File: config.mk
export PLATFORM = sky130hd
export DESIGN_NAME = bcd_adder_serial
export DESIGN_NICKNAME = d
export VERILOG_FILES = /design/src/rtl/bcd_adder_serial.sv
export SDC_FILE = /design/constraint.sdc
export NUM_CORES = 1
export LEC_CHECK = 0
export BUFFER_PORTS_ARGS = -buffer_cell sky130_fd_sc_hd__buf_2
export CAP_MARGIN = 5
export CORE_ASPECT_RATIO = 1.25
export CORE_MARGIN = 2
export CORE_UTILIZATION = 62
export CTS_BUF_LIST = sky130_fd_sc_hd__clkbuf_4
export DETAILED_ROUTE_END_ITERATION = 8
export MAX_ROUTING_LAYER = met4
export PLACE_DENSITY = 0.93
export SYNTH_ARGS = -nofsm -noshare
export SYNTH_HDL_FRONTEND = slang
export SYNTH_SLANG_ARGS = --single-unit
File: constraint.sdc
create_clock -name clk -period 7.89 [get_ports clk]
set_input_delay 0.789 -clock clk [delete_from_list [all_inputs] [get_ports clk]]
set_output_delay 0.789 -clock clk [all_outputs]
set_load 0.03 [all_outputs]
File: src/rtl/bcd_adder_serial.sv
// Serial packed-BCD adder/subtractor: one decimal digit per clock, LSD first,
// with valid/ready handshakes on the operand and result sides.
module bcd_adder_serial #(
  parameter int NDIGITS = 4
) (
  input  logic                 clk,
  input  logic                 rst_n,
  input  logic                 in_valid,
  output logic                 in_ready,
  input  logic [4*NDIGITS-1:0] a,
  input  logic [4*NDIGITS-1:0] b,
  input  logic                 cin,
  input  logic                 sub,
  output logic                 out_valid,
  input  logic                 out_ready,
  output logic [4*NDIGITS-1:0] sum,
  output logic                 cout,
  output logic                 error
);

  localparam int W  = 4 * NDIGITS;
  localparam int CW = (NDIGITS > 1) ? $clog2(NDIGITS) : 1;
  localparam logic [CW-1:0] LAST_DIG = CW'(NDIGITS - 1);

  typedef enum logic [1:0] {IDLE, RUN, DONE} state_t;

  state_t          state_reg, state_next;
  logic [W-1:0]    a_reg, b_reg, acc_reg, sum_reg;
  logic [CW-1:0]   cnt_reg;
  logic            sub_reg, carry_reg, bad_reg, cout_reg, error_reg;

  logic [NDIGITS-1:0] digit_bad;
  logic               in_err;

  // Validity of every incoming digit, evaluated only at the accept edge.
  generate
    for (genvar gi = 0; gi < NDIGITS; gi++) begin : g_chk
      assign digit_bad[gi] = (a[4*gi+3:4*gi] > 4'd9) || (b[4*gi+3:4*gi] > 4'd9);
    end
  endgenerate
  assign in_err = |digit_bad;

  logic [3:0]   bd, s_dig;
  logic [4:0]   raw;
  logic         c_next;
  logic         last_dig;
  logic [W+3:0] shifted;
  logic [W-1:0] acc_next;

  // Operands shift right so the current digit is always in the low nibble;
  // result digits enter at the top and settle into place after NDIGITS steps.
  always_comb begin
    bd    = sub_reg ? (4'd9 - b_reg[3:0]) : b_reg[3:0];
    raw   = {1'b0, a_reg[3:0]} + {1'b0, bd} + {4'd0, carry_reg};
    s_dig = raw[3:0];
    c_next = 1'b0;
    if (raw > 5'd9) begin
      s_dig  = 4'(raw - 5'd10);
      c_next = 1'b1;
    end
    shifted  = {s_dig, acc_reg} >> 4;
    acc_next = shifted[W-1:0];
    last_dig = (cnt_reg == LAST_DIG);
  end

  always_ff @(posedge clk or negedge rst_n) begin
    if (!rst_n) state_reg <= IDLE;
    else        state_reg <= state_next;
  end

  always_comb begin
    state_next = state_reg;
    case (state_reg)
      IDLE:    if (in_valid)  state_next = RUN;
      RUN:     if (last_dig)  state_next = DONE;
      DONE:    if (out_ready) state_next = IDLE;
      default: state_next = IDLE;
    endcase
  end

  always_ff @(posedge clk or negedge rst_n) begin
    if (!rst_n) begin
      a_reg     <= '0;
      b_reg     <= '0;
      acc_reg   <= '0;
      sum_reg   <= '0;
      cnt_reg   <= '0;
      sub_reg   <= 1'b0;
      carry_reg <= 1'b0;
      bad_reg   <= 1'b0;
      cout_reg  <= 1'b0;
      error_reg <= 1'b0;
    end else begin
      case (state_reg)
        IDLE: if (in_valid) begin
          a_reg     <= a;
          b_reg     <= b;
          sub_reg   <= sub;
          carry_reg <= sub | cin;
          bad_reg   <= in_err;
          cnt_reg   <= '0;
        end
        RUN: begin
          a_reg     <= a_reg >> 4;
          b_reg     <= b_reg >> 4;
          carry_reg <= c_next;
          acc_reg   <= acc_next;
          cnt_reg   <= cnt_reg + CW'(1);
          // Visible outputs change only on the final digit edge.
          if (last_dig) begin
            sum_reg   <= bad_reg ? '0 : acc_next;
            cout_reg  <= c_next & ~bad_reg;
            error_reg <= bad_reg;
          end
        end
        default: ;
      endcase
    end
  end

  assign in_ready  = (state_reg == IDLE);
  assign out_valid = (state_reg == DONE);
  assign sum       = sum_reg;
  assign cout      = cout_reg;
  assign error     = error_reg;

endmodule

==> results of run 1 <==
==> routing by layer <==
layer  global-route usage  vias to the layer above
met5                    -                        -
li1                     -                     1276
met3              0.05288                       12
met4               0.1087                        0
met2               0.4266                       71
met1               0.2983                     1245
==> cells in the final DEF (no fill, tap or decap), types with 2 or more instances in the layout <==
| master | instances |
|---|---|
| nand2_1 | 90 |
| dfrtp_1 | 69 |
| o21ai_0 | 60 |
| buf_2 | 57 |
| mux2i_1 | 24 |
| nand2b_1 | 15 |
| a21oi_1 | 11 |
| nor2_1 | 10 |
| clkbuf_4 | 9 |
| inv_1 | 7 |
| ha_1 | 7 |
| bufinv_16 | 4 |
| xnor2_1 | 3 |
| nor3_1 | 3 |
| buf_4 | 3 |
| nor2b_4 | 2 |
| a221oi_1 | 2 |
| o31ai_1 | 2 |
| mux2_2 | 2 |
| nand4_1 | 2 |
| nor4_1 | 2 |
| fa_1 | 2 |
| clkinv_4 | 2 |
==> metrics by stage <==
| stage | hold slack (ns) | worst slack (ns) | area, um2 |
|---|---|---|---|
| 2_1_floorplan | 0.4469 | 5.187 | 3318 |
| 3_3_place_gp | 0.4537 | 5.082 | 3622 |
| 3_5_place_dp | 0.4620 | 4.944 | 3622 |
| 4_1_cts | 0.4871 | 4.919 | 3836 |
| 5_1_grt | 0.5136 | 4.592 | 3836 |
| 6_report | 0.4798 | 4.901 | 3836 |
==> critical path: stages (launching register included) <==
cell and delay [ns]:
dfrtp_1 0.44, xnor2_1 0.22, fa_1 0.24, inv_1 0.07
fa_1 0.40, xnor2_1 0.43, ha_1 0.24, nand2b_1 0.05
a22o_1 0.23, o21a_2 0.26, mux2_4 0.30
==> area by class of cell <==
cell class / instances / area, um2
clock buffers: 9 / 67.56
clock inverters: 7 / 146.4
fillers: 342 / 1280
inverters: 7 / 26.28
multi-input cells: 253 / 1484
flip-flops and latches: 69 / 1727
well taps: 62 / 77.57
repair buffers: 60 / 307.8
==> how the worst min path moves through the flow <==
stage | from | end | slack (ns) | depth (start not counted)
after floorplan | acc_reg[4]$_DFFE_PN0P_ | acc_reg[4]$_DFFE_PN0P_ | 0.45 | 2
after global placement | sum[15]$_DFFE_PN0P_ | sum[15]$_DFFE_PN0P_ | 0.45 | 2
after detailed placement | sum[15]$_DFFE_PN0P_ | sum[15]$_DFFE_PN0P_ | 0.46 | 2
final | sum[15]$_DFFE_PN0P_ | sum[15]$_DFFE_PN0P_ | 0.48 | 2
after global routing | b_reg[15]$_DFFE_PN0P_ | b_reg[11]$_DFFE_PN0P_ | 0.51 | 2
after CTS | sum[15]$_DFFE_PN0P_ | sum[15]$_DFFE_PN0P_ | 0.49 | 2
==> cells by family (layout without fill, tap and decap cells) <==
kind of cell,Yosys count,count (layout),synth area share
xor gates and xnor gates,4,4,0.01282
adders and majority gates,9,9,0.03846
AOI/OAI and AO/OA,83,83,0.1376
and+or+nand+nor,130,130,0.1701
buffers and inverters,29,83,0.03696
DFF,69,69,0.5204
muxes,27,27,0.08371
==> report_power, final <==
part           switching, mW  internal, mW
registers             0.0909         0.487
logic                  0.516         0.340
clock network          0.132         0.194
==> out/results.md, run 1 <==
| Quantity | Value | Unit |
|---|---|---|
| Wire length per cell after detailed routing | 14.35 | um |
| Worst reg-to-reg setup slack | 4.90 | ns |
| Total count of max-transition violations in the final report | 0 | - |
| Highest signal layer in the routed design | met4 | - |
| Number of buffers inserted by post-CTS setup repair | 0 | - |
| Tot GR Track Use | 0.2540 | - |
| Area of the die | 5957 | um2 |
| Number of placed instances with taps included | 451 | - |
| Max Buffers Root-to-Sink | 2 | - |
| Max Fclk | 334.6 | MHz |
| Number of distinct library cell variants in the gate-level netlist after synthesis | 36 | - |
| P per Cell Area | 459.1 | nW/um2 |
| Dpl hpwl | 4.524 | mm |
| Launching instance or port of the critical path | sub_reg$_DFFE_PN0P_ | - |
| Vias in the first global route | 2549 | - |
| Number of levels the H-tree was split into | 3 | - |
| Sum of overflow across all layers after global routing | 0 | - |
| Standard-cell row count | 29 | - |
| Ant. Diodes | 0 | - |
| Count of instances resized after the clock tree is built | 0 | - |
| Quantity of hold-fixing buffers added after cts | 0 | - |
| Number of enable-type register cells in the synthesized netlist | 0 | - |
| Share of the cycle needed by the critical path after routing | 0.3788 | - |
| Minimum clock period | 2.989 | ns |
| Port buffer count | 57 | - |
| Area of the mapped netlist | 3318 | um2 |
| Met1 routed wirelength after detailed routing | 2.855 | mm |
| Largest fanout on the critical path | 6 | - |
| Top cells by count, synth | nand2_1, dfrtp_1, o21ai_0 | - |
| Placeable core region | 5116 | um2 |
| TritonCTS clock tree | yes | - |
| Sinks on the clock net | 69 | - |
| Worst Hold Class | flip-flop to flip-flop | - |
| Number of design rule violations left after detail routing | 0 | - |
| Worst setup path class | flip-flop to flip-flop | - |
| Register bit total from synthesis | 69 | - |
| Depth of the most critical reg-to-reg path | 10 | - |
| Antenna violations before repair | 0 | - |
| Total of max-cap violations | 0 | - |
| Number of vias in the routed layout | 2604 | - |
| Antenna-violating nets left | 0 | - |
| GP Congestion | 0.8522 | - |
| Wire length on met2 | 3.416 | mm |
| Worst vdd rail ir drop | 0.2805 | mV |
| Clk Latency, worst-skew pair | 0.41 | ns |
| Mean area per synthesized cell | 9.454 | um2 |
| Worst r2r dst | acc_reg[14]$_DFFE_PN0P_ | - |
| Part of the Yosys area used for sequential elements | 0.5204 | - |
| Unrepaired setup endpoints after global routing | false | - |
| Beginning of the worst register-to-register path | sub_reg$_DFFE_PN0P_ | - |
| Library cell with the highest instance count after synthesis | nand2_1 | - |
| Critical Path Sink Type | flip-flop | - |
| Die width | 69.44 | um |
| End-of-flow core utilization | 0.7498 | - |
| PnR Total Power | 1.761 | mW |
| Final standard cell count with taps included and fillers excluded | 467 | - |
| Clock root buffer master | clkbuf_4 | - |
| Leakage component of the power | 1.838 | nW |
| TritonCTS buffer count | 9 | - |
| Biggest area contributors in the synthesized netlist | dfrtp_1, nand2_1, o21ai_0 | - |
| Area Overhead vs Synth | 15.61 | % |
| Die Height | 85.79 | um |
| Clock slew at reported path FFs | 0.12 | ns |
| Post-Synthesis Cells | 351 | - |
| Largest area contributor in the synthesized netlist | dfrtp_1 | - |
| Synthesis warning total | 0 | - |
| First-pass GRT wire length | 11.52 | mm |
| Data required time of the worst path | 8.18 | ns |
| TritonRoute pass-1 iters | 4 | - |
| Final sum of negative setup slack | 0 | ns |
| Number of hold-slack violations in the final timing report | 0 | - |
| Total Routed Length | 6.700 | mm |
| Net count, final | 447 | - |
| Number of I/O pins | 58 | - |
| Data arrival at the endpoint of the critical path | 3.28 | ns |
| Fraction of synthesis flops using an asynchronous set or reset pin | 1.000 | - |
| Top flip-flop cell by instance count after synthesis | dfrtp_1 | - |
| Outcome | complete, no violations | - |
| Number of nets produced by synthesis | 398 | - |
| Pin count of the biggest net entering global routing | 70 | - |
| End of the critical path | acc_reg[14]$_DFFE_PN0P_ | - |
| Setup-failing EPs final | 0 | - |
| Startpoint types | flip-flop | - |
| Iter 0 DRT Violations | 188 | - |
| Transition time at the pin with the least slew margin | 1.141 | ns |
| Average via count per standard cell | 5.576 | - |
| Worst slew slack as a fraction of its limit | 0.2377 | - |
| Share of cells above drive strength 1 | 0.2173 | - |
| Worst-case clock skew | 0.01244 | ns |
| Initial Util | 0.6486 | - |
| Area fraction of the dominant cell type after synthesis | 0.5204 | - |
| Met3 wire length | 284 | um |
No activity file was read; power rests on OpenSTA's default activity.
==> inputs of run 2 (changes only) <==
Settings changed: ABC_AREA set to 1, CORE_UTILIZATION 62 to 58, PLACE_DENSITY 0.93 to 0.88.
Clock period 7.89 ns to 3 ns, I/O delays scaled along.
==> run 2 against run 1 <==
  * Sequential share of layout area grew 2.0 points
  * Non-clock buffer count grew 2
  * Synthesized cell count grew 4.3%
  * Utilization shrank 7.0 points
  * Critical path depth grew 5
  * Clock skew grew 0.0028 ns
  * Die area grew 4.5%
  * First-iteration DRC count shrank 30%
  * Count of clock-buffer cells in the layout grew 2
  * Via count grew 2.3%
  * Routed wire length shrank 4.6%
  * Critical path type unchanged
  * Largest cell class unchanged
==> out/results.md, run 2 <==
| Quantity | Value | Unit | vs previous |
|---|---|---|---|
| Synthesis warning total | 0 | - | unchanged |
| Antenna violations before repair | 0 | - | unchanged |
| Hold_ws | 0.07831 | ns | was 0.4798 ns |
| Startpoint types | flip-flop | - | unchanged |
| Library cell with the highest instance count after synthesis | nand2_1 | - | unchanged |
| Number of I/O pins | 58 | - | unchanged |
| Flip-flop and latch area | 1728 | um2 | was 1727 um2 |
| Worst slew slack as a fraction of its limit | 0.6470 | - | was 0.2377 |
| GP Congestion | 0.8763 | - | was 0.8522 |
| Wire length per cell after detailed routing | 13.05 | um | was 14.35 um |
| Unrepaired setup endpoints after global routing | false | - | unchanged |
| Port buffer count | 57 | - | unchanged |
| Top cells by count, synth | nand2_1, dfrtp_1, inv_1 | - | was nand2_1, dfrtp_1, o21ai_0 |
| Final sum of negative setup slack | 0 | ns | unchanged |
| Share of cells above drive strength 1 | 0.2160 | - | was 0.2173 |
| Area of the die | 6225 | um2 | was 5957 um2 |
| Data required time of the worst path | 3.27 | ns | was 8.18 ns |
| Pin count of the biggest net entering global routing | 51 | - | was 70 |
| Worst hold path depth | 2 | - | unchanged |
| Number of enable-type register cells in the synthesized netlist | 0 | - | unchanged |
| Number of hold-slack violations in the final timing report | 0 | - | unchanged |
| Fraction of synthesis flops using an asynchronous set or reset pin | 1.000 | - | unchanged |
| Area of the mapped netlist | 3252 | um2 | was 3318 um2 |
| Worst setup path class | flip-flop to flip-flop | - | unchanged |
| Die Height | 87.72 | um | was 85.79 um |
| Area fraction of the dominant cell type after synthesis | 0.5310 | - | was 0.5204 |
| Standard-cell row count | 30 | - | was 29 |
| Number of vias in the routed layout | 2664 | - | was 2604 |
| Net count, final | 468 | - | was 447 |
| Clk Latency, worst-skew pair | 0.40 | ns | was 0.41 ns |
| Number of placed instances with taps included | 473 | - | was 451 |
| First-pass GRT wire length | 11.13 | mm | was 11.52 mm |
| Number of fill cells in the layout | 438 | - | was 342 |
| Dpl hpwl | 4.654 | mm | was 4.524 mm |
| Part of the Yosys area used for sequential elements | 0.5310 | - | was 0.5204 |
| Final standard cell count with taps included and fillers excluded | 490 | - | was 467 |
| Sinks on the clock net | 69 | - | unchanged |
| Worst Hold Class | input pin to flip-flop | - | was flip-flop to flip-flop |
| Ant. Diodes | 0 | - | unchanged |
| Clock slew at reported path FFs | 0.10 | ns | was 0.12 ns |
| Data arrival at the endpoint of the critical path | 3.04 | ns | was 3.28 ns |
| Average via count per standard cell | 5.437 | - | was 5.576 |
| Total of max-cap violations | 0 | - | unchanged |
| TritonCTS clock tree | yes | - | unchanged |
| Depth of the most critical reg-to-reg path | 15 | - | was 10 |
| Number of nets produced by synthesis | 413 | - | was 398 |
| Clock root buffer master | clkbuf_4 | - | unchanged |
| Share of the cycle needed by the critical path after routing | 0.9236 | - | was 0.3788 |
| Post-Synthesis Cells | 366 | - | was 351 |
| Iter 0 DRT Violations | 132 | - | was 188 |
| Number of levels the H-tree was split into | 3 | - | unchanged |
| Mean area per synthesized cell | 8.885 | um2 | was 9.454 um2 |
| Tot GR Track Use | 0.2340 | - | was 0.2540 |
| Vias in the first global route | 2556 | - | was 2549 |
| Total count of max-transition violations in the final report | 0 | - | unchanged |
| Critical Path Sink Type | flip-flop | - | unchanged |
| Number of distinct library cell variants in the gate-level netlist after synthesis | 30 | - | was 36 |
| TritonRoute pass-1 iters | 4 | - | unchanged |
| Max Buffers Root-to-Sink | 2 | - | unchanged |
| Sum of overflow across all layers after global routing | 0 | - | unchanged |
| Area Overhead vs Synth | 12.97 | % | was 15.61% |
| Worst-case clock skew | 0.01521 | ns | was 0.01244 ns |
| Largest fanout on the critical path | 5 | - | was 6 |
| Die width | 70.97 | um | was 69.44 um |
| Register bit total from synthesis | 69 | - | unchanged |
| Antenna-violating nets left | 0 | - | unchanged |
| Largest area contributor in the synthesized netlist | dfrtp_1 | - | unchanged |
| Placeable core region | 5405 | um2 | was 5116 um2 |
| Outcome | complete, no violations | - | unchanged |
| Number of buffers inserted by post-CTS setup repair | 0 | - | unchanged |
| Max Fclk | 360.9 | MHz | was 334.6 MHz |
| Setup-failing EPs final | 0 | - | unchanged |
| Initial Util | 0.6016 | - | was 0.6486 |
| Commonest cells after routing, fill and taps aside | nand2_1, dfrtp_1, buf_2 | - | was nand2_1, dfrtp_1, o21ai_0 |
| Biggest area contributors in the synthesized netlist | dfrtp_1, nand2_1, inv_1 | - | was dfrtp_1, nand2_1, o21ai_0 |
| Transition time at the pin with the least slew margin | 0.5283 | ns | was 1.141 ns |
| Top flip-flop cell by instance count after synthesis | dfrtp_1 | - | unchanged |
| Multi-input gate area in the final layout | 1220 | um2 | was 1484 um2 |
| Most common library cell in the layout ignoring fill and taps | nand2_1 | - | unchanged |
| TritonCTS buffer count | 9 | - | unchanged |
| Number of design rule violations left after detail routing | 0 | - | unchanged |
| Minimum clock period | 2.771 | ns | was 2.989 ns |
| Total Routed Length | 6.395 | mm | was 6.700 mm |
-- run 2: logic make-up (layout without fill, tap and decap cells) --
group,count (synthesis),in the layout,share of synthesized area
simple gates,115,115,0.1478
fa+ha+maj,9,9,0.03925
compound gates,97,97,0.1805
flops,69,69,0.5310
buf+inv,74,134,0.09619
xor+xnor,2,2,0.005388
-- run 2: metrics by stage --
| step | area, um2 | setup WS [ns] | util |
|---|---|---|---|
| floorplan | 3252 | 0.5441 | - |
| global placement | 3550 | 0.4182 | 0.6567 |
| detailed placement | 3550 | 0.1998 | 0.6567 |
| CTS | 3670 | 0.1621 | 0.6789 |
| global route | 3674 | 0.01835 | 0.6796 |
| finish | 3674 | 0.2291 | 0.6796 |
-- run 2: cell type report --
| cell class | instances | area share |
|---|---|---|
| Clock buffer | 11 | 0.02248 |
| Clock inverter | 5 | 0.007493 |
| Inverter | 56 | 0.05722 |
| Multi-Input combinational cell | 223 | 0.3321 |
| Sequential cell | 69 | 0.4704 |
| Tap cell | 64 | 0.02180 |
| Timing Repair Buffer | 62 | 0.08856 |
-- run 2: final timing paths --
check / startpoint / endpoint / slack, ns
worst max-delay path: sub_reg$_DFFE_PN0P_ / acc_reg[13]$_DFFE_PN0P_ / 0.23
worst min-delay path: out_ready / state_reg[1]$_DFFE_PN0P_ / 0.08
worst max register to register: sub_reg$_DFFE_PN0P_ / acc_reg[13]$_DFFE_PN0P_ / 0.23
worst min register to register: cnt_reg[0]$_DFFE_PN0P_ / cnt_reg[0]$_DFFE_PN0P_ / 0.49
max in group asynchronous: rst_n / sum[4]$_DFFE_PN0P_ / 2.16
min in group asynchronous: rst_n / a_reg[11]$_DFFE_PN0P_ / 0.43
-- run 2: what timing repair did --
item,4_1_cts,5_1_grt
setup endpoints to repair,0,6
gates resized for setup,0,3
hold endpoints to repair,69,0
hold buffers,1,0
-- run 2: metal layers --
metal / part of all wire / wire [um] / global-route usage
met3: 0.045 / 289 / 0.03682
met1: 0.43 / 2735 / 0.2797
met2: 0.50 / 3211 / 0.3883
met4: 0.025 / 159 / 0.1132
met5: 0 / 0 / -
-- run 2: worst max-delay path: stages (launching register included) --
cell	delay (ns)
dfrtp_2	0.45
xnor2_1	0.16
fa_1	0.38
inv_2	0.09
fa_1	0.45
inv_1	0.13
ha_1	0.17
inv_1	0.04
o21ai_0	0.14
nand2_1	0.09
inv_1	0.07
nand2_1	0.11
nand2_2	0.13
nand2_1	0.08
nand3_1	0.07
o21ai_0	0.08
Power of run 2 is not shown: default switching activity piles up to over one toggle a cycle in this logic, so the estimate is an artifact.
==> inputs of run 3 (changes only) <==
Settings changed: CELL_PAD_IN_SITES_DETAIL_PLACEMENT set to 0, CELL_PAD_IN_SITES_GLOBAL_PLACEMENT set to 1, CORE_UTILIZATION 58 to 43, PLACE_DENSITY 0.88 to 0.87.
==> run 3 against run 2 <==
  * Non-clock buffer count unchanged
  * Register-to-register slack gained 0.08 ns
  * Critical path depth unchanged
  * Critical endpoint unchanged
  * Fmax is 3.0% higher
==> out/results.md, run 3 (synthesis gave the netlist of run 2 again) <==
| Quantity | Value | Unit | vs previous |
|---|---|---|---|
| Minimum clock period | 2.691 | ns | was 2.771 ns |
| Flip-flop and latch area | 1727 | um2 | was 1728 um2 |
| Die width | 81.78 | um | was 70.97 um |
| Share of the cycle needed by the critical path after routing | 0.8970 | - | was 0.9236 |
| Number of I/O pins | 58 | - | unchanged |
| Clk Latency, worst-skew pair | 0.40 | ns | about the same |
| Peak per-stage delay on the critical path | 0.46 | ns | was 0.45 ns |
| Count of instances resized after the clock tree is built | 0 | - | unchanged |
| First-pass GRT wire length | 11.18 | mm | was 11.13 mm |
| Area of the die | 8278 | um2 | was 6225 um2 |
| Placeable core region | 7357 | um2 | was 5405 um2 |
| Clock root buffer master | clkbuf_4 | - | unchanged |
| Clock slew at reported path FFs | 0.11 | ns | was 0.10 ns |
| Number of vias in the routed layout | 2599 | - | was 2664 |
| Wire length per cell after detailed routing | 12.84 | um | was 13.05 um |
| Post-placement setup slack | 0.3049 | ns | was 0.1998 ns |
| P per Cell Area | 1359 | nW/um2 |  |
| Tot GR Track Use | 0.1795 | - | was 0.2340 |
| TritonCTS clock tree | yes | - | unchanged |
| Worst slew slack as a fraction of its limit | 0.6561 | - | was 0.6470 |
| Commonest cells after routing, fill and taps aside | nand2_1, dfrtp_1, buf_2 | - | unchanged |
| Post-route cell area | 3751 | um2 | was 3674 um2 |
| Multi-input gate area in the final layout | 1217 | um2 | was 1220 um2 |
| Area Overhead vs Synth | 15.35 | % | was 12.97% |
| Cell at the slowest stage of the critical path | fa_1 | - | was dfrtp_2 |
| Quantity of hold-fixing buffers added after cts | 1 | - | unchanged |
| Net count, final | 468 | - | unchanged |
| Number of buffers inserted by post-CTS setup repair | 0 | - | unchanged |
| Startpoint types | flip-flop | - | unchanged |
| Critical Path Sink Type | flip-flop | - | unchanged |
| Total of max-cap violations | 0 | - | unchanged |
| Port buffer count | 57 | - | unchanged |
| Standard-cell row count | 35 | - | was 30 |
| Pin count of the biggest net entering global routing | 51 | - | unchanged |
| Total count of max-transition violations in the final report | 0 | - | unchanged |
| Worst setup path class | flip-flop to flip-flop | - | unchanged |
| Max Buffers Root-to-Sink | 2 | - | unchanged |
| Unrepaired setup endpoints after global routing | false | - | unchanged |
| Data arrival at the endpoint of the critical path | 2.96 | ns | was 3.04 ns |
| Share of cells above drive strength 1 | 0.2066 | - | was 0.2160 |
| Worst vdd rail ir drop | 0.6099 | mV |  |
| Worst-case clock skew | 0.009867 | ns | was 0.01521 ns |
| Number of design rule violations left after detail routing | 0 | - | unchanged |
| Vias in the first global route | 2542 | - | was 2556 |
| Sum of overflow across all layers after global routing | 0 | - | unchanged |
| Outcome | complete, no violations | - | unchanged |
| Sinks on the clock net | 69 | - | unchanged |
| Largest fanout on the critical path | 5 | - | unchanged |
| Ant. Diodes | 0 | - | unchanged |
| Total Routed Length | 6.651 | mm | was 6.395 mm |
| Initial Util | 0.4420 | - | was 0.6016 |
| Final standard cell count with taps included and fillers excluded | 518 | - | was 490 |
| Cell Chain, Critical Path | xnor2_1 > fa_1 > inv_1 > fa_1 > inv_1 > ha_1 > inv_1 > o21ai_0 > nand2_1 > inv_1 > nand2_1 > nand2_1 > nand2_1 > nand3_1 > o21ai_0 | - | was xnor2_1 > fa_1 > inv_2 > fa_1 > inv_1 > ha_1 > inv_1 > o21ai_0 > nand2_1 > inv_1 > nand2_1 > nand2_2 > nand2_1 > nand3_1 > o21ai_0 |
| Placed Area | 3585 | um2 | was 3550 um2 |
| Antenna-violating nets left | 0 | - | unchanged |
| Most common library cell in the layout ignoring fill and taps | nand2_1 | - | unchanged |
| Number of fill cells in the layout | 724 | - | was 438 |
| Data required time of the worst path | 3.27 | ns | about the same |
| GP Congestion | 0.7499 | - | was 0.8763 |
| Max Fclk | 371.6 | MHz | was 360.9 MHz |
| Average via count per standard cell | 5.017 | - | was 5.437 |
| Leakage component of the power | 1.897 | nW |  |
| Worst Hold Class | input pin to flip-flop | - | unchanged |
| Die Height | 101.2 | um | was 87.72 um |
| Iter 0 DRT Violations | 83 | - | was 132 |
| Dpl hpwl | 4.922 | mm | was 4.654 mm |
| PnR Total Power | 5.096 | mW |  |
| Number of levels the H-tree was split into | 3 | - | unchanged |
| Number of hold-slack violations in the final timing report | 0 | - | unchanged |
| Final sum of negative setup slack | 0 | ns | unchanged |
| Number of placed instances with taps included | 501 | - | was 473 |
| Transition time at the pin with the least slew margin | 0.5140 | ns | was 0.5283 ns |
| Setup-failing EPs final | 0 | - | unchanged |
| Antenna violations before repair | 0 | - | unchanged |
| Worst-case setup margin in the final layout | 0.3089 | ns | was 0.2291 ns |
| TritonCTS buffer count | 9 | - | unchanged |
| Worst reg-to-reg setup slack | 0.31 | ns | was 0.23 ns |
| TritonRoute pass-1 iters | 4 | - | unchanged |
==> run 3: power by group <==
part | switching, mW | internal [mW]
clock network | 0.326 | 0.334
registers | 0.195 | 1.38
logic | 1.89 | 0.979
==> run 3: final timing paths <==
| path | start | end | cells past startpoint |
|---|---|---|---|
| max | sub_reg$_DFFE_PN0P_ | acc_reg[13]$_DFFE_PN0P_ | 15 |
| min | out_ready | state_reg[1]$_DFFE_PN0P_ | 2 |
| max reg2reg | sub_reg$_DFFE_PN0P_ | acc_reg[13]$_DFFE_PN0P_ | 15 |
| min reg2reg | sum[14]$_DFFE_PN0P_ | sum[14]$_DFFE_PN0P_ | 2 |
| max in group asynchronous | rst_n | a_reg[2]$_DFFE_PN0P_ | 3 |
| min in group asynchronous | rst_n | acc_reg[11]$_DFFE_PN0P_ | 2 |
==> run 3: worst max-delay path, delay by kind of cell (launching register included) <==
kind,cells,cell delay [ns]
and+or+nand+nor,5,0.45
buffers and inverters,4,0.32
AOI/OAI and AO/OA,2,0.22
xor gates and xnor gates,1,0.16
adders and majority gates,3,0.98
DFF,1,0.44
==> run 3: per-layer routing <==
layer	wire [um]	track usage
met5	0	-
met4	118	0.07308
met3	329	0.02674
met2	3271	0.2889
met1	2932	0.2254
==> run 3: cell type report <==
cell class                      count  area share
Clock buffer                        9     0.01801
Sequential cell                    69      0.4603
Inverter                           56     0.05604
Multi-Input combinational cell    223      0.3246
Tap cell                           92     0.03069
Clock inverter                      7     0.02368
Timing Repair Buffer               62     0.08672
==> run 3: through the flow <==
step                        util  hold slack [ns]
after detailed placement  0.4872           0.2859
after CTS                 0.5099          0.06778
after global routing      0.5099          0.08026
after floorplan                -         0.004409
final                     0.5099          0.08402
after global placement    0.4872           0.2800
